## src/rtl/uart_pkg.sv

```systemverilog
// Shared UART definitions: state encodings, baud divisor and parameter legality helpers.
// Used by both the transmitter and the receiver.
package uart_pkg;

    typedef logic [2:0] uart_state_t;

    localparam uart_state_t IDLE    = 3'd0;
    localparam uart_state_t START   = 3'd1;
    localparam uart_state_t TX_DATA = 3'd2;
    localparam uart_state_t PARITY  = 3'd3;
    localparam uart_state_t STOP    = 3'd4;

    function automatic int clk_per_bit(input int clock_rate, input int baud_rate);
        return clock_rate / baud_rate;
    endfunction

    function automatic bit stop_bits_ok(input int stop_bits);
        return (stop_bits == 1) || (stop_bits == 2);
    endfunction

    function automatic bit data_width_ok(input int data_width);
        return (data_width >= 5) && (data_width <= 9);
    endfunction

endpackage

```

## src/rtl/uart_tx_if.sv

```systemverilog
// Word handshake between the datapath (master) and the UART transmitter (slave).
interface uart_tx_if #(
    parameter int DATA_WIDTH = 8
);
    logic [DATA_WIDTH-1:0] data;
    logic                  valid;
    logic                  ready;

    modport master (output data, output valid, input ready);
    modport slave  (input data, input valid, output ready);
endinterface

```

## src/rtl/uart_baud_cnt.sv

```systemverilog
// Per-bit clock counter: counts 0..CLK_PER_BIT-1 and strobes tick on the terminal count.
// Synchronous clear holds it at zero; shared by transmitter and receiver.
module uart_baud_cnt #(
    parameter int CLK_PER_BIT = 10
) (
    input  logic clk,
    input  logic arst_n,
    input  logic clear,
    output logic tick
);
    localparam int CNT_W = (CLK_PER_BIT > 1) ? $clog2(CLK_PER_BIT) : 1;

    logic [CNT_W-1:0] cnt_reg;

    assign tick = (cnt_reg == CNT_W'(CLK_PER_BIT - 1));

    always_ff @(posedge clk or negedge arst_n) begin
        if (!arst_n) begin
            cnt_reg <= '0;
        end else if (clear || tick) begin
            cnt_reg <= '0;
        end else begin
            cnt_reg <= cnt_reg + CNT_W'(1);
        end
    end

endmodule

```

## src/rtl/uart_tx.sv

```systemverilog
// UART transmitter: start bit, DATA_WIDTH data bits LSB-first, optional parity, 1 or 2 stop bits.
// Parity is compiled in with the UART_TX_PARITY_EN macro; the default build has no parity bit.
module uart_tx
    import uart_pkg::*;
#(
    parameter int CLOCK_RATE = 100_000_000,
    parameter int BAUD_RATE  = 115_200,
    parameter int DATA_WIDTH = 8,
    parameter int STOP_BITS  = 1,
    parameter int PARITY_ODD = 0
) (
    input  logic     clk,
    input  logic     arst_n,
    uart_tx_if.slave bus,
    output logic     tx,
    output logic     busy,
    output logic     done
);
    localparam int CLK_PER_BIT = clk_per_bit(CLOCK_RATE, BAUD_RATE);
    localparam int BIT_W       = $clog2(DATA_WIDTH);

    if (CLK_PER_BIT < 2) begin : g_rate_check
        $error("uart_tx: CLOCK_RATE/BAUD_RATE must be at least 2");
    end
    if (!data_width_ok(DATA_WIDTH)) begin : g_width_check
        $error("uart_tx: DATA_WIDTH must be 5..9");
    end
    if (!stop_bits_ok(STOP_BITS)) begin : g_stop_check
        $error("uart_tx: STOP_BITS must be 1 or 2");
    end
    if ((PARITY_ODD != 0) && (PARITY_ODD != 1)) begin : g_parity_check
        $error("uart_tx: PARITY_ODD must be 0 or 1");
    end

    uart_state_t           state_reg, state_next;
    logic [DATA_WIDTH-1:0] shift_reg, shift_next;
    logic [BIT_W-1:0]      bit_cnt_reg, bit_cnt_next;
    logic                  tx_reg, tx_next;
    logic                  ready_reg, busy_reg;
    logic                  done_reg, done_next;
    logic                  tick, baud_clear;
`ifdef UART_TX_PARITY_EN
    logic                  parity_reg, parity_next;
`endif

    // The baud counter only runs while a frame is on the line, so each state starts at count 0.
    assign baud_clear = (state_reg == IDLE);

    uart_baud_cnt #(
        .CLK_PER_BIT(CLK_PER_BIT)
    ) u_baud_cnt (
        .clk   (clk),
        .arst_n(arst_n),
        .clear (baud_clear),
        .tick  (tick)
    );

    always_comb begin
        state_next   = state_reg;
        shift_next   = shift_reg;
        bit_cnt_next = bit_cnt_reg;
        done_next    = 1'b0;
`ifdef UART_TX_PARITY_EN
        parity_next  = parity_reg;
`endif
        case (state_reg)
            IDLE: begin
                if (bus.valid && ready_reg) begin
                    state_next   = START;
                    shift_next   = bus.data;
                    bit_cnt_next = '0;
`ifdef UART_TX_PARITY_EN
                    parity_next  = (^bus.data) ^ (PARITY_ODD != 0);
`endif
                end
            end
            START: begin
                if (tick) state_next = TX_DATA;
            end
            TX_DATA: begin
                if (tick) begin
                    shift_next = shift_reg >> 1;
                    if (bit_cnt_reg == BIT_W'(DATA_WIDTH - 1)) begin
                        bit_cnt_next = '0;
`ifdef UART_TX_PARITY_EN
                        state_next   = PARITY;
`else
                        state_next   = STOP;
`endif
                    end else begin
                        bit_cnt_next = bit_cnt_reg + BIT_W'(1);
                    end
                end
            end
`ifdef UART_TX_PARITY_EN
            PARITY: begin
                if (tick) state_next = STOP;
            end
`endif
            STOP: begin
                // bit_cnt is reused to count stop bits
                if (tick) begin
                    if (bit_cnt_reg == BIT_W'(STOP_BITS - 1)) begin
                        bit_cnt_next = '0;
                        state_next   = IDLE;
                        done_next    = 1'b1;
                    end else begin
                        bit_cnt_next = bit_cnt_reg + BIT_W'(1);
                    end
                end
            end
            default: state_next = IDLE;
        endcase
    end

    // Line level is derived from the next state so tx comes straight from a flop without lag.
    always_comb begin
        case (state_next)
            START:   tx_next = 1'b0;
            TX_DATA: tx_next = shift_next[0];
`ifdef UART_TX_PARITY_EN
            PARITY:  tx_next = parity_next;
`endif
            default: tx_next = 1'b1;
        endcase
    end

    always_ff @(posedge clk or negedge arst_n) begin
        if (!arst_n) begin
            state_reg   <= IDLE;
            shift_reg   <= '0;
            bit_cnt_reg <= '0;
            tx_reg      <= 1'b1;
            ready_reg   <= 1'b1;
            busy_reg    <= 1'b0;
            done_reg    <= 1'b0;
`ifdef UART_TX_PARITY_EN
            parity_reg  <= 1'b0;
`endif
        end else begin
            state_reg   <= state_next;
            shift_reg   <= shift_next;
            bit_cnt_reg <= bit_cnt_next;
            tx_reg      <= tx_next;
            ready_reg   <= (state_next == IDLE);
            busy_reg    <= (state_next != IDLE);
            done_reg    <= done_next;
`ifdef UART_TX_PARITY_EN
            parity_reg  <= parity_next;
`endif
        end
    end

    assign tx        = tx_reg;
    assign busy      = busy_reg;
    assign done      = done_reg;
    assign bus.ready = ready_reg;

endmodule

```

## src/flat_wrapper.sv

```systemverilog
// flat-port wrapper written by rule: the top's interface ports become plain ports
module uart_tx_flat import uart_pkg::*;
#(
    parameter int CLOCK_RATE = 100_000_000,
    parameter int BAUD_RATE  = 115_200,
    parameter int DATA_WIDTH = 8,
    parameter int STOP_BITS  = 1,
    parameter int PARITY_ODD = 0
)
  (clk, arst_n, tx, busy, done, bus_data, bus_valid, bus_ready);
  uart_tx_if #(.DATA_WIDTH(DATA_WIDTH)) bus_i ();
  input  logic clk;
  input  logic arst_n;
  output logic tx;
  output logic busy;
  output logic done;
  input wire logic [$bits(bus_i.data)-1:0] bus_data;
  input wire logic [$bits(bus_i.valid)-1:0] bus_valid;
  output wire logic [$bits(bus_i.ready)-1:0] bus_ready;
  assign bus_i.data = bus_data;
  assign bus_i.valid = bus_valid;
  assign bus_ready = bus_i.ready;
  uart_tx #(.CLOCK_RATE(CLOCK_RATE), .BAUD_RATE(BAUD_RATE), .DATA_WIDTH(DATA_WIDTH), .STOP_BITS(STOP_BITS), .PARITY_ODD(PARITY_ODD)) u_core (.clk(clk), .arst_n(arst_n), .bus(bus_i), .tx(tx), .busy(busy), .done(done));
endmodule
```

## config.mk

```make
export PLATFORM = sky130hd
export DESIGN_NAME = uart_tx_flat
export DESIGN_NICKNAME = d
export VERILOG_FILES = /design/src/rtl/uart_pkg.sv /design/src/rtl/uart_tx_if.sv /design/src/rtl/uart_baud_cnt.sv /design/src/rtl/uart_tx.sv /design/src/flat_wrapper.sv
export SDC_FILE = /design/constraint.sdc
export NUM_CORES = 1
export LEC_CHECK = 0
export ABC_AREA = 1
export CORE_UTILIZATION = 60
export DETAILED_ROUTE_END_ITERATION = 7
export PLACE_DENSITY = 0.87
export REMOVE_ABC_BUFFERS = 1
export SLEW_MARGIN = 20
export SYNTH_ARGS = -nofsm -noshare
export SYNTH_HDL_FRONTEND = slang
export SYNTH_HIERARCHICAL = 1
export SYNTH_SLANG_ARGS = --single-unit
export TNS_END_PERCENT = 10
```

## constraint.sdc

```tcl
create_clock -name clk -period 3.7 [get_ports clk]
set_input_delay 0.37 -clock clk [delete_from_list [all_inputs] [get_ports clk]]
set_output_delay 0.37 -clock clk [all_outputs]
set_load 0.005 [all_outputs]
```

; Yosys cells after proc, flatten, opt, wreduce, memory -nomap -nowiden
; Cells that the tools add are included.
[classes]
n_addsub = 2
eq_ne = 10
mux = 21
n_reduce_logical = 10
[ops]
columns = operator, count
row1 = two-way mux 3 bit, 11
row2 = two-way mux 8 bit, 2
row3 = case mux 8 bit (2 select lines), 1
row4 = case mux 3 bit (4 select lines), 1
row5 = "adder 10 x 1 -> 10 bit, second input constant", 1
row6 = "== test 10 bit, second input constant", 1
row7 = two-way mux 10 bit, 1
row8 = logical NOT 3 bit, 3
row9 = case mux 3 bit (3 select lines), 1
row10 = "== test 3 x 1 -> 1 bit, second input constant", 2
row11 = "== test 3 x 2 -> 1 bit, second input constant", 2
row12 = "== test 3 bit, second input constant", 2
row13 = nonzero test 3 bit, 2
row14 = "!= test 2 bit, second input constant", 2
row15 = AND reduction 4 bit, 1
row16 = "adder 3 x 1 -> 3 bit, second input constant", 1
row17 = two-way mux 1 bit, 3
row18 = AND reduction 3 bit, 1
row19 = "!= test 2 x 1 -> 1 bit, second input constant", 1
row20 = case mux 1 bit (2 select lines), 1
row21 = nonzero test 2 bit, 1
row22 = logical AND 1 bit, 1
row23 = logical OR 1 bit, 1
[totals]
regBits = 28
in_bits = 11
out_inout_bits = 4

; Depth between registers and ports, before layout
; Gate-level depths: netlist of run 1.
[logic_depth]
word_depth = 6
ltp_mapped = 12

; Hierarchy
; The synthesis of run 1 kept the hierarchy.
[by_module_without_submodules]
columns = mod, n_inst, cells_per_inst, area_per_inst_um2, seq_area_each_um2
row1 = uart_tx, 1, 123, 959.7, 452.9
row2 = uart_baud_cnt, 1, 73, 565.5, 250.2

; Least setup slack after synthesis of run 1
; No wires, ideal clock.
[synth_path]
path_type = reg-to-reg
from = reg u_core.u_baud_cnt.cnt_reg[0]
to = reg u_core.bit_cnt_reg[1]
setup_ns = 0.065
arrival_ns = 1.460
required_time_ns = 3.635
slack_ns = 2.175
path_stages_with_launch = 12
cell_sequence = dfrtp_1 -> ha_1 -> nand2_1 -> nor2_2 -> nand3_2 -> inv_1 -> inv_2 -> nor3_1 -> nand2_1 -> nand2_1 -> nand2_1 -> nand2_1
[synth_via]
elab_chain_cells = 3
word_cells_on_any_way = 4
[synth_rtl]
columns = element, line
row1 = from (decl), uart_baud_cnt.sv:13  ; logic [CNT_W-1:0] cnt_reg;
row2 = from (signal assigned), uart_baud_cnt.sv:23  ; cnt_reg <= cnt_reg + CNT_W'(1);
row3 = == test 10 bit *, uart_baud_cnt.sv:15  ; assign tick = (cnt_reg == CNT_W'(CLK_PER_BIT - 1));
row4 = net u_core.tick, uart_tx.sv:41  ; logic tick, baud_clear;
row5 = != test 2 bit (no line), -
row6 = AND reduction 4 bit (no line) *, -
row7 = to (signal assigned), uart_tx.sv:143  ; bit_cnt_reg <= bit_cnt_next;
row8 = to (decl), uart_tx.sv:37  ; logic [BIT_W-1:0] bit_cnt_reg, bit_cnt_next;
; The timed path passes the listed nets; every way through them passes the cells marked *.
; A chain may end at the register's enable or synchronous reset.

; Final worst setup path of run 1
[layout_path]
from = reg u_core.u_baud_cnt.cnt_reg[0]
to = reg u_core.bit_cnt_reg[2]
; The elaborated chain is that of the path after synthesis.

==> qor.json, run 1 <==
{
  "pwr": {
    "switchingPower_w": 0.00008987,
    "leakage_nw": 0.8684,
    "seqPwrFrac_pct": 65.8,
    "clock_power_share_pct": 30.8,
    "switching_share_pct": 19.31,
    "p_comb_share_pct": 3.5,
    "cell_internal_pwr_w": 0.0003755,
    "power-per-cell-area_mw_per_mm2": 270.5,
    "peak_vdd_ir_v": 0.0002582
  },
  "flow_run": {
    "max_cap_viol_count": 0
  },
  "clock_tree": {
    "tritoncts": "done",
    "cts_resized": 0,
    "clock-root-buffer": "clkbuf_4",
    "cts.path.max_buffers": 2,
    "cts_buffers": 3,
    "ctsHoldBuffers": 0,
    "cts_sinks": 28,
    "worst_setup_hold_path_clk_slew_ns": 0.14,
    "clkLatencyLatePin_ns": 0.32,
    "cts.repair_timing.setup_buffer_count": 0,
    "ctsHtreeMaxLevel": 1
  },
  "placed_design": {
    "routabilityCongestion": 0.9768,
    "port-buffer-count": 14,
    "detailedPlacementHpwl_um": 2271,
    "dp.cells": 237,
    "pre_cts_slack_ns": 1.871
  },
  "setup_path": {
    "required_ns": 3.92,
    "r2r_setup_slk_ns": 1.87,
    "critical_path_class": "flop to flop",
    "crit_path_start_kind": "flop",
    "crit_reg_reg_endpoint": "u_core/bit_cnt_reg[2]",
    "number_of_cells_traversed_by_the_worst_register_to_register_path": 11,
    "crit_path_end_kind": "flop",
    "r2r-start": "u_core/u_baud_cnt/cnt_reg[0]",
    "critical_path_arrival_ns": 2.05,
    "critPathMaxFanout": 11
  },
  "drt": {
    "wirelength_um": 2924,
    "via_count": 1265,
    "number_of_antenna_violating_nets_in_the_routed_design": 0,
    "first_pass_iters": 4,
    "routedWlPerCell_um": 12.13,
    "drc": 0,
    "drt-initial-drc-count": 25,
    "post_drt_via_cell_ratio": 5.249
  },
  "timing": {
    "timing.clock.skew_ns": 0.002127,
    "timing_worst_slew_pin_value_ns": 0.5816,
    "finalCritPeriodShare_pct": 49.34,
    "period_needed_ns": 1.826,
    "report.final.hold_viol_count": 0,
    "hold_slack_ns": 0.02784,
    "upper_clock_frequency_limit_mhz": 547.7,
    "grt_setup_unrepaired": "false",
    "layout_setup_ws_ns": 1.874,
    "timing.slew.headroom_pct": 61.23,
    "setup_viol_count_final": 0,
    "fin_tns_setup_ns": 0,
    "slew_violations": 0
  },
  "synth": {
    "mapped_avg_cell_area_um2": 7.782,
    "synth-edff-count": 0,
    "post_synthesis_sequential_element_count": 28,
    "yosysSeqAreaShare_pct": 46.10,
    "synthCells": 196,
    "post_synth_top_flop": "dfrtp_1",
    "synth.cell_area_mm2": 0.001525,
    "synth-warning-count": 6,
    "async_flop_share_pct": 100.0,
    "yosys.cell_types.count": 25
  },
  "final_layout": {
    "num-nets-final": 229,
    "fin_cells": 241,
    "syn_to_final_growth_pct": 12.80,
    "final_layout_size_suffix_gt1_share_pct": 15.02,
    "fillCellCount": 170,
    "largest_register_ff_count": 10,
    "antennaDiodeCount": 0,
    "layout.core_utilization_pct": 74.89
  },
  "grt": {
    "grt.total_usage_pct": 24.98,
    "global_route.overflow_total": 0,
    "grt_first_pass_wirelength_um": 4905,
    "grt_start_max_net_pins": 28,
    "first_global_vias": 1175,
    "antenna_found_initial": 0
  },
  "run_status": {
    "outcome": "finished, final reports clean"
  },
  "die": {
    "die_w_um": 52.42,
    "height_of_the_die_um": 52.42,
    "io_pins": 15,
    "effective_utilization_at_floorplan_pct": 66.39,
    "floorplan.core_area_mm2": 0.002297,
    "floorplan.rows": 17,
    "die_area_mm2": 0.002748
  },
  "hold_path": {
    "hp-class": "input port to asynchronous set/reset pin"
  }
}
## power groups by stage
stage	clock, W	combinational [W]	sequential (W)
finish	0.000143	0.0000161	0.000306
global route	0.000162	0.0000182	0.000306
CTS	0.000149	0.0000173	0.000306
detailed placement	0	0.0000172	0.000312
global placement	0	0.0000168	0.000312
floorplan	0	0.00000000602	0.000312
## cells in the mapped netlist, types with 3 or more instances
master	number	share of area, %
xor2_1	3	1.7
nand4_1	6	2.5
ha_1	4	3.3
nand3_1	14	4.6
inv_1	19	4.7
dfrtp_1	26	43
nor2_1	21	5.2
nand3_2	5	3.3
nand2_2	5	2.1
nor2_2	5	2.1
inv_2	6	1.5
nand2_1	66	16
## how the worst max path moves through the flow
stage                                            start                    end  slack, ns  depth (start not counted)
after floorplan           u_core/u_baud_cnt/cnt_reg[0]  u_core/bit_cnt_reg[1]       2.15                         11
after global placement                          arst_n       u_core/bus.ready       1.94                          2
after detailed placement                        arst_n       u_core/bus.ready       1.87                          2
after CTS                 u_core/u_baud_cnt/cnt_reg[0]  u_core/bit_cnt_reg[2]       1.88                         11
after global routing      u_core/u_baud_cnt/cnt_reg[0]  u_core/bit_cnt_reg[2]       1.72                         11
final                     u_core/u_baud_cnt/cnt_reg[0]  u_core/bit_cnt_reg[2]       1.87                         11
## layout by cell type (no fill, tap or decap), drive strengths merged, types with 3 or more instances in the layout
cell type,n
clkdlybuf4s50,13
xor2,3
ha,4
clkbuf,4
nand3,19
nand4,6
nor2,27
o21ai,3
inv,25
nand2,72
dfrtp,26
## cell type report
cell class                      instances  area (µm²)  area share [%]
Inverter                               25       93.84           5.455
Clock buffer                            4       36.28           2.109
Timing Repair Buffer                   15       142.6           8.291
Sequential cell                        28       703.2           40.87
Tap cell                               28       35.03           2.036
Multi-Input combinational cell        141       709.4           41.24
## routing by layer
layer  vias up  track usage, %  wire [µm]
li1        648               -          -
met1       598           27.46       1279
met2        15           45.57       1521
met3         4           4.348         75
met4         0           12.28         48
met5         -               0          0
## metrics by stage
step / power, W / cell area (µm²)
6_report: 0.0004654 / 1720
5_1_grt: 0.0004870 / 1720
4_1_cts: 0.0004725 / 1725
3_5_place_dp: 0.0003291 / 1689
3_3_place_gp: 0.0003287 / 1689
2_1_floorplan: 0.0003119 / 1506
## worst max-delay path, cell delays in order, from the launching register on
cell     delay, ns
dfrtp_1       0.45
ha_1          0.26
nand2_1       0.09
nor2_2        0.05
nand3_2       0.08
inv_1         0.09
inv_2         0.13
nand3_2       0.10
nand2_2       0.20
nand2_1       0.13
nand2_1       0.09
nand2_1       0.06
## cell families after synthesis
kind of cell    after synthesis  synth area share [%]
compound gates                6                 2.543
fa+ha+maj                     4                 3.282
simple gates                127                 38.39
flops                        28                 46.10
xor+xnor                      4                 2.297
buf+inv                      27                 7.383
Note: power is estimated with default switching activity, not from simulation.
==> inputs of run 2 (changes only) <==
--- a/config.mk
+++ b/config.mk
@@ -6,9 +6,9 @@
 export NUM_CORES = 1
 export LEC_CHECK = 0
 export ABC_AREA = 1
-export CORE_UTILIZATION = 60
+export CORE_UTILIZATION = 56
 export DETAILED_ROUTE_END_ITERATION = 7
-export PLACE_DENSITY = 0.87
+export PLACE_DENSITY = 0.82
 export REMOVE_ABC_BUFFERS = 1
 export SLEW_MARGIN = 20
 export SYNTH_ARGS = -nofsm -noshare
==> constraint.sdc (replaced) <==
create_clock -name clk -period 1.7 [get_ports clk]
set_input_delay 0.17 -clock clk [delete_from_list [all_inputs] [get_ports clk]]
set_output_delay 0.17 -clock clk [all_outputs]
set_load 0.005 [all_outputs]
==> run 2 against run 1 <==
  * Worst setup slack worse by 1.7 ns
  * Sequential share of layout area down 1.8 points
  * Critical endpoint is now u_core/bit_cnt_reg[0]
  * Power up 120%
  * Critical path type unchanged
  * Cell area up 4.7%
==> qor.json, run 2 (same netlist as run 1, synthesis figures left out) <==
{
  "grt": {
    "grt_start_max_net_pins": {"value": 29, "change": "+3.6%"},
    "grt.total_usage": {"value": 24.69, "unit": "%", "change": "-0.30 points"},
    "grt_first_pass_wirelength": {"value": 5126, "unit": "µm", "change": "+4.5%"},
    "global_route.overflow_total": {"value": 0, "change": "unchanged"},
    "antenna_found_initial": {"value": 0, "change": "unchanged"},
    "first_global_vias": {"value": 1229, "change": "+4.6%"}
  },
  "setup_path": {
    "critical_path_arrival": {"value": 1.81, "unit": "ns", "change": "-0.24 ns"},
    "crit_path_cell_trace": "ha_2 -> nand2_1 -> nor2_2 -> nand3_2 -> inv_2 -> inv_4 -> nand3_2 -> nand2_4 -> nand2_2 -> nand2_1 -> nand2_1",
    "slowest_cell_delay_on_critical_path": {"value": 0.41, "unit": "ns", "change": "-0.04 ns"},
    "crit_cells": {"value": 11, "change": "unchanged"},
    "crit_path_start_kind": "flop",
    "number_of_cells_traversed_by_the_worst_register_to_register_path": {"value": 11, "change": "unchanged"},
    "critical-path-slowest-cell": "dfrtp_1",
    "cp_top_family": "simple AND/OR/NAND/NOR gates",
    "crit_path_end_kind": "flop",
    "critical_path_class": "flop to flop",
    "critical-path-top-cell-by-count": "nand2_1",
    "critPathMaxFanout": {"value": 11, "change": "unchanged"},
    "critPathBufInv": {"value": 2, "change": "unchanged"},
    "required": {"value": 1.95, "unit": "ns", "change": "-1.97 ns"}
  },
  "pwr": {
    "switching_share": {"value": 20.85, "unit": "%", "change": "+1.5 points"},
    "seqPwrFrac": {"value": 64.4, "unit": "%", "change": "-1.4 points"},
    "peak_vdd_ir": {"value": 0.0004638, "unit": "V", "change": "+80%"},
    "leakage": {"value": 0.8975, "unit": "nW", "change": "+3.4%"},
    "cell_internal_pwr": {"value": 0.0008193, "unit": "W", "change": "+120%"},
    "power-per-cell-area": {"value": 574.5, "unit": "mW/mm²", "change": "+110%"},
    "p_total": {"value": 0.001035, "unit": "W", "change": "+120%"},
    "clock_power_share": {"value": 32.1, "unit": "%", "change": "+1.3 points"},
    "switchingPower": {"value": 0.0002158, "unit": "W", "change": "+140%"},
    "p_comb_share": {"value": 3.5, "unit": "%", "change": "about the same"}
  },
  "timing": {
    "timing.clock.skew": {"value": 0.003663, "unit": "ns", "change": "+0.001536 ns"},
    "finalCritPeriodShare": {"value": 92.18, "unit": "%", "change": "+43 points"},
    "slew_violations": {"value": 0, "change": "unchanged"},
    "timing.slew.headroom": {"value": 72.55, "unit": "%", "change": "+11 points"},
    "report.final.hold_viol_count": {"value": 0, "change": "unchanged"},
    "period_needed": {"value": 1.567, "unit": "ns", "change": "-0.2586 ns"},
    "setup_viol_count_final": {"value": 0, "change": "unchanged"},
    "timing_worst_slew_pin_value": {"value": 0.4118, "unit": "ns", "change": "-0.1698 ns"},
    "upper_clock_frequency_limit": {"value": 638.1, "unit": "MHz", "change": "+17%"}
  },
  "clock_tree": {
    "tritoncts": "done",
    "worst_setup_hold_path_clk_slew": {"value": 0.15, "unit": "ns", "change": "about the same"},
    "cts_sinks": {"value": 28, "change": "unchanged"},
    "ctsHtreeMaxLevel": {"value": 1, "change": "unchanged"},
    "clkLatencyLatePin": {"value": 0.33, "unit": "ns", "change": "about the same"},
    "cts.path.max_buffers": {"value": 2, "change": "unchanged"},
    "cts_buffers": {"value": 3, "change": "unchanged"},
    "clock-root-buffer": "clkbuf_4"
  },
  "hold_path": {
    "hp-class": "input port to asynchronous set/reset pin"
  },
  "drt": {
    "post_drt_via_cell_ratio": {"value": 5.333, "change": "+1.6%"},
    "first_pass_iters": {"value": 4, "change": "unchanged"},
    "via_count": {"value": 1328, "change": "+5.0%"},
    "wirelength": {"value": 2962, "unit": "µm", "change": "+1.3%"},
    "routedWlPerCell": {"value": 11.90, "unit": "µm", "change": "-2.0%"},
    "number_of_antenna_violating_nets_in_the_routed_design": {"value": 0, "change": "unchanged"},
    "drt-initial-drc-count": {"value": 43, "change": "+72%"},
    "drc": {"value": 0, "change": "unchanged"}
  },
  "final_layout": {
    "num-nets-final": {"value": 235, "change": "+2.6%"},
    "antennaDiodeCount": {"value": 0, "change": "unchanged"},
    "layout_common_cells": "nand2_1 (63), dfrtp_1 (26), nor2_1 (21), inv_1 (18)",
    "syn_to_final_growth_pct": 18.13,
    "final_layout_size_suffix_gt1_share": {"value": 19.63, "unit": "%", "change": "+4.6 points"},
    "leading_cell_type_in_the_layout_fill_and_taps_excluded": "nand2_1",
    "design_area": {"value": 0.001802, "unit": "mm²", "change": "+4.7%"},
    "largest_register_ff_count": {"value": 10, "change": "unchanged"}
  },
  "die": {
    "height_of_the_die": {"value": 54.19, "unit": "µm", "change": "+3.4%"},
    "die_area": {"value": 0.002937, "unit": "mm²", "change": "+6.9%"},
    "effective_utilization_at_floorplan": {"value": 60.47, "unit": "%", "change": "-5.9 points"},
    "io_pins": {"value": 15, "change": "unchanged"},
    "die_w": {"value": 54.19, "unit": "µm", "change": "+3.4%"},
    "floorplan.rows": {"value": 18, "change": "+1"},
    "floorplan.core_area": {"value": 0.002522, "unit": "mm²", "change": "+9.8%"}
  },
  "placed_design": {
    "detailedPlacementHpwl": {"value": 2217, "unit": "µm", "change": "-2.4%"},
    "routabilityCongestion": {"value": 0.9590, "change": "-1.8%"},
    "detailed_place.area": {"value": 0.001714, "unit": "mm²", "change": "+1.5%"},
    "port-buffer-count": {"value": 14, "change": "unchanged"}
  },
  "run_status": {
    "outcome": "finished, final reports clean"
  },
  "flow_run": {
    "max_cap_viol_count": {"value": 0, "change": "unchanged"}
  }
}
-- run 2: changes by cell type in the layout (fill, tap and decap cells not counted), sizes merged --
cell	previous run	this run
clkdlybuf4s50	13	14
buf	2	7
-- run 2: cell type report --
class                      count  area (µm²)
timing repair buffer          21       192.7
tap                           30       37.54
sequential                    28       703.2
fill                         188       720.7
multi-input combinational    141       735.7
clock buffer                   4       36.28
inverter                      25       96.34
-- run 2: worst reg2reg max path, delay by kind of cell (launching register included) --
kind          cells  cell delay, ns
simple gates      8            0.68
buf+inv           2            0.18
fa+ha+maj         1            0.20
flops             1            0.41
-- run 2: power groups by stage --
stage / Clock (W) / Sequential, W / Combinational, W
final: 0.000332 / 0.000667 / 0.0000367
after global routing: 0.000365 / 0.000667 / 0.0000420
after CTS: 0.000337 / 0.000667 / 0.0000383
after detailed placement: 0 / 0.000679 / 0.0000383
after global placement: 0 / 0.000679 / 0.0000372
after floorplan: 0 / 0.000679 / 0.0000000125
-- run 2: repair_timing --
action / CTS / global route
pin swaps: 0 / 1
resized for setup: 1 / 8
buffers inserted: 1 / 2
setup endpoints to repair: 3 / 13
cloned: 0 / 0
hold buffers: 0 / 0
endpoints found under the hold margin: 0 / 0
-- run 2: metrics by stage --
stage / cells / hold WS [ns] / util (%) / TNS, ns / setup WS [ns]
2_1_floorplan: 194 / -0.1256 / - / 0 / 0.1526
3_3_place_gp: 242 / 0.4665 / 67.96 / 0 / 0.1068
3_5_place_dp: 242 / 0.4631 / 67.96 / 0 / 0.006825
4_1_cts: 247 / 0.1901 / 69.89 / 0 / 0.03390
5_1_grt: 249 / 0.2302 / 71.43 / -0.002513 / -0.002513
6_report: 249 / 0.1791 / 71.43 / 0 / 0.1329
-- run 2: path summary, 6_finish.rpt --
kind                                                 to  slack [ns]                          from
min                        u_core/u_baud_cnt/cnt_reg[8]        0.18                        arst_n
max                               u_core/bit_cnt_reg[0]        0.13  u_core/u_baud_cnt/cnt_reg[0]
max reg2reg                       u_core/bit_cnt_reg[0]        0.13  u_core/u_baud_cnt/cnt_reg[0]
min in group clk                    u_core/shift_reg[7]        0.35                   bus_data[7]
min reg2reg                         u_core/shift_reg[7]        0.50           u_core/shift_reg[7]
max in group asynchronous              u_core/bus.ready        1.22                        arst_n
-- run 2: metal layers --
layer | GRT usage (%) | vias up | share of wire [%]
met1 | 30.66 | 614 | 43
met5 | 0 | - | 0
met3 | 4.237 | 7 | 5.6
met2 | 40.65 | 49 | 49
li1 | - | 658 | -
met4 | 12.82 | 0 | 2.0
==> inputs of run 3 (changes only) <==
--- a/config.mk
+++ b/config.mk
@@ -10,6 +10,7 @@
 export DETAILED_ROUTE_END_ITERATION = 7
 export PLACE_DENSITY = 0.82
 export REMOVE_ABC_BUFFERS = 1
+export SKIP_CTS_REPAIR_TIMING = 1
 export SLEW_MARGIN = 20
 export SYNTH_ARGS = -nofsm -noshare
 export SYNTH_HDL_FRONTEND = slang
==> run 3 against run 2 <==
  * Critical path depth unchanged
  * Power decreased by 0.38%
  * Cell count unchanged
  * Die area unchanged
  * Sequential share of layout area increased by 0.082 points
  * Wire length decreased by 2.0%
  * Cell area decreased by 0.21%
  * Clock-buffer cell count unchanged
  * Core utilization decreased by 0.15 points
  * Largest cell class unchanged
==> qor.json, run 3 (same netlist as run 1, synthesis figures left out) <==
{
  "setup_path": {
    "critical-path-slowest-cell": "dfrtp_1",
    "crit_path_cell_trace": "ha_4 -> nand2_1 -> nor2_2 -> nand3_2 -> inv_2 -> inv_2 -> nor3_2 -> nand2_1 -> nand2_2 -> nand2_1 -> nand2_1",
    "critical_path_arrival": {"value": 1.86, "unit": "ns", "change": "+0.05 ns"},
    "critical-path-top-cell-by-count": "nand2_1",
    "crit_path_start_kind": "flop",
    "critPathMaxFanout": {"value": 7, "change": "-4"},
    "slowest_cell_delay_on_critical_path": {"value": 0.45, "unit": "ns", "change": "+0.04 ns"},
    "cp_top_family": "simple AND/OR/NAND/NOR gates",
    "critPathBufInv": {"value": 2, "change": "unchanged"},
    "required": {"value": 1.99, "unit": "ns", "change": "+0.04 ns"},
    "critical_path_class": "flop to flop",
    "crit_path_end_kind": "flop"
  },
  "grt": {
    "global_route.overflow_total": {"value": 0, "change": "unchanged"},
    "grt_start_max_net_pins": {"value": 29, "change": "unchanged"},
    "grt.total_usage": {"value": 23.87, "unit": "%", "change": "-0.81 points"},
    "first_global_vias": {"value": 1211, "change": "-1.5%"},
    "antenna_found_initial": {"value": 0, "change": "unchanged"},
    "grt_first_pass_wirelength": {"value": 4988, "unit": "µm", "change": "-2.7%"}
  },
  "pwr": {
    "cell_internal_pwr": {"value": 0.0008193, "unit": "W", "change": "about the same"},
    "switchingPower": {"value": 0.0002119, "unit": "W", "change": "-1.8%"},
    "clock_power_share": {"value": 31.8, "unit": "%", "change": "-0.3 points"},
    "power-per-cell-area": {"value": 573.5, "unit": "mW/mm²", "change": "-0.17%"},
    "leakage": {"value": 0.8975, "unit": "nW", "change": "about the same"},
    "p_comb_share": {"value": 3.6, "unit": "%", "change": "about the same"},
    "peak_vdd_ir": {"value": 0.0005717, "unit": "V", "change": "+23%"},
    "switching_share": {"value": 20.55, "unit": "%", "change": "-0.30 points"},
    "seqPwrFrac": {"value": 64.6, "unit": "%", "change": "+0.2 points"}
  },
  "die": {
    "die_w": {"value": 54.19, "unit": "µm", "change": "unchanged"},
    "height_of_the_die": {"value": 54.19, "unit": "µm", "change": "unchanged"},
    "io_pins": {"value": 15, "change": "unchanged"},
    "effective_utilization_at_floorplan": {"value": 60.47, "unit": "%", "change": "unchanged"},
    "floorplan.rows": {"value": 18, "change": "unchanged"},
    "floorplan.core_area": {"value": 0.002522, "unit": "mm²", "change": "unchanged"},
    "die_area": {"value": 0.002937, "unit": "mm²", "change": "unchanged"}
  },
  "clock_tree": {
    "cts.path.max_buffers": {"value": 2, "change": "unchanged"},
    "clkLatencyLatePin": {"value": 0.33, "unit": "ns", "change": "about the same"},
    "cts_sinks": {"value": 28, "change": "unchanged"},
    "worst_setup_hold_path_clk_slew": {"value": 0.15, "unit": "ns", "change": "about the same"},
    "ctsHtreeMaxLevel": {"value": 1, "change": "unchanged"},
    "clock-root-buffer": "clkbuf_4",
    "cts_buffers": {"value": 3, "change": "unchanged"},
    "tritoncts": "done"
  },
  "placed_design": {
    "detailed_place.area": {"value": 0.001714, "unit": "mm²", "change": "unchanged"},
    "dp.cells": {"value": 242, "change": "unchanged"},
    "port-buffer-count": {"value": 14, "change": "unchanged"},
    "detailedPlacementHpwl": {"value": 2217, "unit": "µm", "change": "unchanged"},
    "routabilityCongestion": {"value": 0.9590, "change": "unchanged"}
  },
  "drt": {
    "wirelength": {"value": 2904, "unit": "µm", "change": "-2.0%"},
    "drc": {"value": 0, "change": "unchanged"},
    "routedWlPerCell": {"value": 11.66, "unit": "µm", "change": "-2.0%"},
    "via_count": {"value": 1307, "change": "-1.6%"},
    "drt-initial-drc-count": {"value": 37, "change": "-14%"},
    "number_of_antenna_violating_nets_in_the_routed_design": {"value": 0, "change": "unchanged"},
    "post_drt_via_cell_ratio": {"value": 5.249, "change": "-1.6%"},
    "first_pass_iters": {"value": 5, "change": "+1"}
  },
  "final_layout": {
    "fillCellCount": {"value": 190, "change": "+1.1%"},
    "syn_to_final_growth_pct": 17.88,
    "design_area": {"value": 0.001798, "unit": "mm²", "change": "-0.21%"},
    "antennaDiodeCount": {"value": 0, "change": "unchanged"},
    "num-nets-final": {"value": 235, "change": "unchanged"},
    "leading_cell_type_in_the_layout_fill_and_taps_excluded": "nand2_1",
    "largest_register_ff_count": {"value": 10, "change": "unchanged"},
    "final_layout_size_suffix_gt1_share": {"value": 18.72, "unit": "%", "change": "-0.91 points"},
    "fin_cells": {"value": 249, "change": "unchanged"},
    "layout.core_utilization": {"value": 71.28, "unit": "%", "change": "-0.15 points"},
    "layout_common_cells": "nand2_1 (65), dfrtp_1 (26), nor2_1 (21), inv_1 (18)"
  },
  "run_status": {
    "outcome": "finished, final reports clean"
  },
  "timing": {
    "timing.clock.skew": {"value": 0.005495, "unit": "ns", "change": "+0.001833 ns"},
    "setup_viol_count_final": {"value": 0, "change": "unchanged"},
    "slew_violations": {"value": 0, "change": "unchanged"},
    "finalCritPeriodShare": {"value": 92.61, "unit": "%", "change": "+0.43 points"},
    "upper_clock_frequency_limit": {"value": 635.2, "unit": "MHz", "change": "-0.46%"},
    "period_needed": {"value": 1.574, "unit": "ns", "change": "+0.007286 ns"},
    "timing_worst_slew_pin_value": {"value": 0.3576, "unit": "ns", "change": "-0.05413 ns"},
    "timing.slew.headroom": {"value": 76.16, "unit": "%", "change": "+3.6 points"},
    "report.final.hold_viol_count": {"value": 0, "change": "unchanged"}
  },
  "flow_run": {
    "max_cap_viol_count": {"value": 0, "change": "unchanged"}
  },
  "hold_path": {
    "hp-class": "input port to asynchronous set/reset pin"
  }
}
==> run 3: path summary, 6_finish.rpt <==
path	start	end	slack (ns)	cells after the start
min in group clk	bus_data[7]	u_core/shift_reg[7]	0.35	3
max in group asynchronous	arst_n	u_core/tx	1.22	2
hold reg to reg	u_core/shift_reg[7]	u_core/shift_reg[7]	0.50	2
hold / removal	arst_n	u_core/state_reg[0]	0.18	2
setup / recovery	u_core/u_baud_cnt/cnt_reg[1]	u_core/bit_cnt_reg[2]	0.13	11
setup reg to reg	u_core/u_baud_cnt/cnt_reg[1]	u_core/bit_cnt_reg[2]	0.13	11
==> run 3: final cells by class <==
type / count / area, µm² / area share (%)
tap: 30 / 37.54 / 2.088
multi-input combinational: 141 / 734.5 / 40.85
timing repair buffer: 21 / 192.7 / 10.72
sequential: 28 / 703.2 / 39.11
inverter: 25 / 93.84 / 5.219
clock buffer: 4 / 36.28 / 2.018
==> run 3: metrics by stage <==
| step | setup TNS, ns | power (W) | hold slack [ns] | setup WS (ns) |
|---|---|---|---|---|
| floorplan | 0 | 0.0006789 | -0.1256 | 0.1526 |
| detailed placement | 0 | 0.0007170 | 0.4631 | 0.006825 |
| finish | 0 | 0.001031 | 0.1839 | 0.1256 |
| global route | -0.1302 | 0.001070 | 0.2320 | -0.05446 |
| CTS | -0.03144 | 0.001042 | 0.1901 | -0.01590 |
| global placement | 0 | 0.0007159 | 0.4665 | 0.1068 |
==> run 3: power groups by stage <==
stage | logic (W) | registers [W] | clock network, W
final | 0.0000368 | 0.000666 | 0.000328
after CTS | 0.0000383 | 0.000667 | 0.000337
after floorplan | 0.0000000125 | 0.000679 | 0
after detailed placement | 0.0000383 | 0.000679 | 0
after global routing | 0.0000421 | 0.000667 | 0.000362
after global placement | 0.0000372 | 0.000679 | 0
==> run 3: routing by layer <==
| metal | track usage, % | routed length (µm) |
|---|---|---|
| met1 | 30.36 | 1261 |
| met2 | 38.62 | 1438 |
| met3 | 4.237 | 152 |
| met4 | 11.97 | 52 |
| met5 | 0 | 0 |
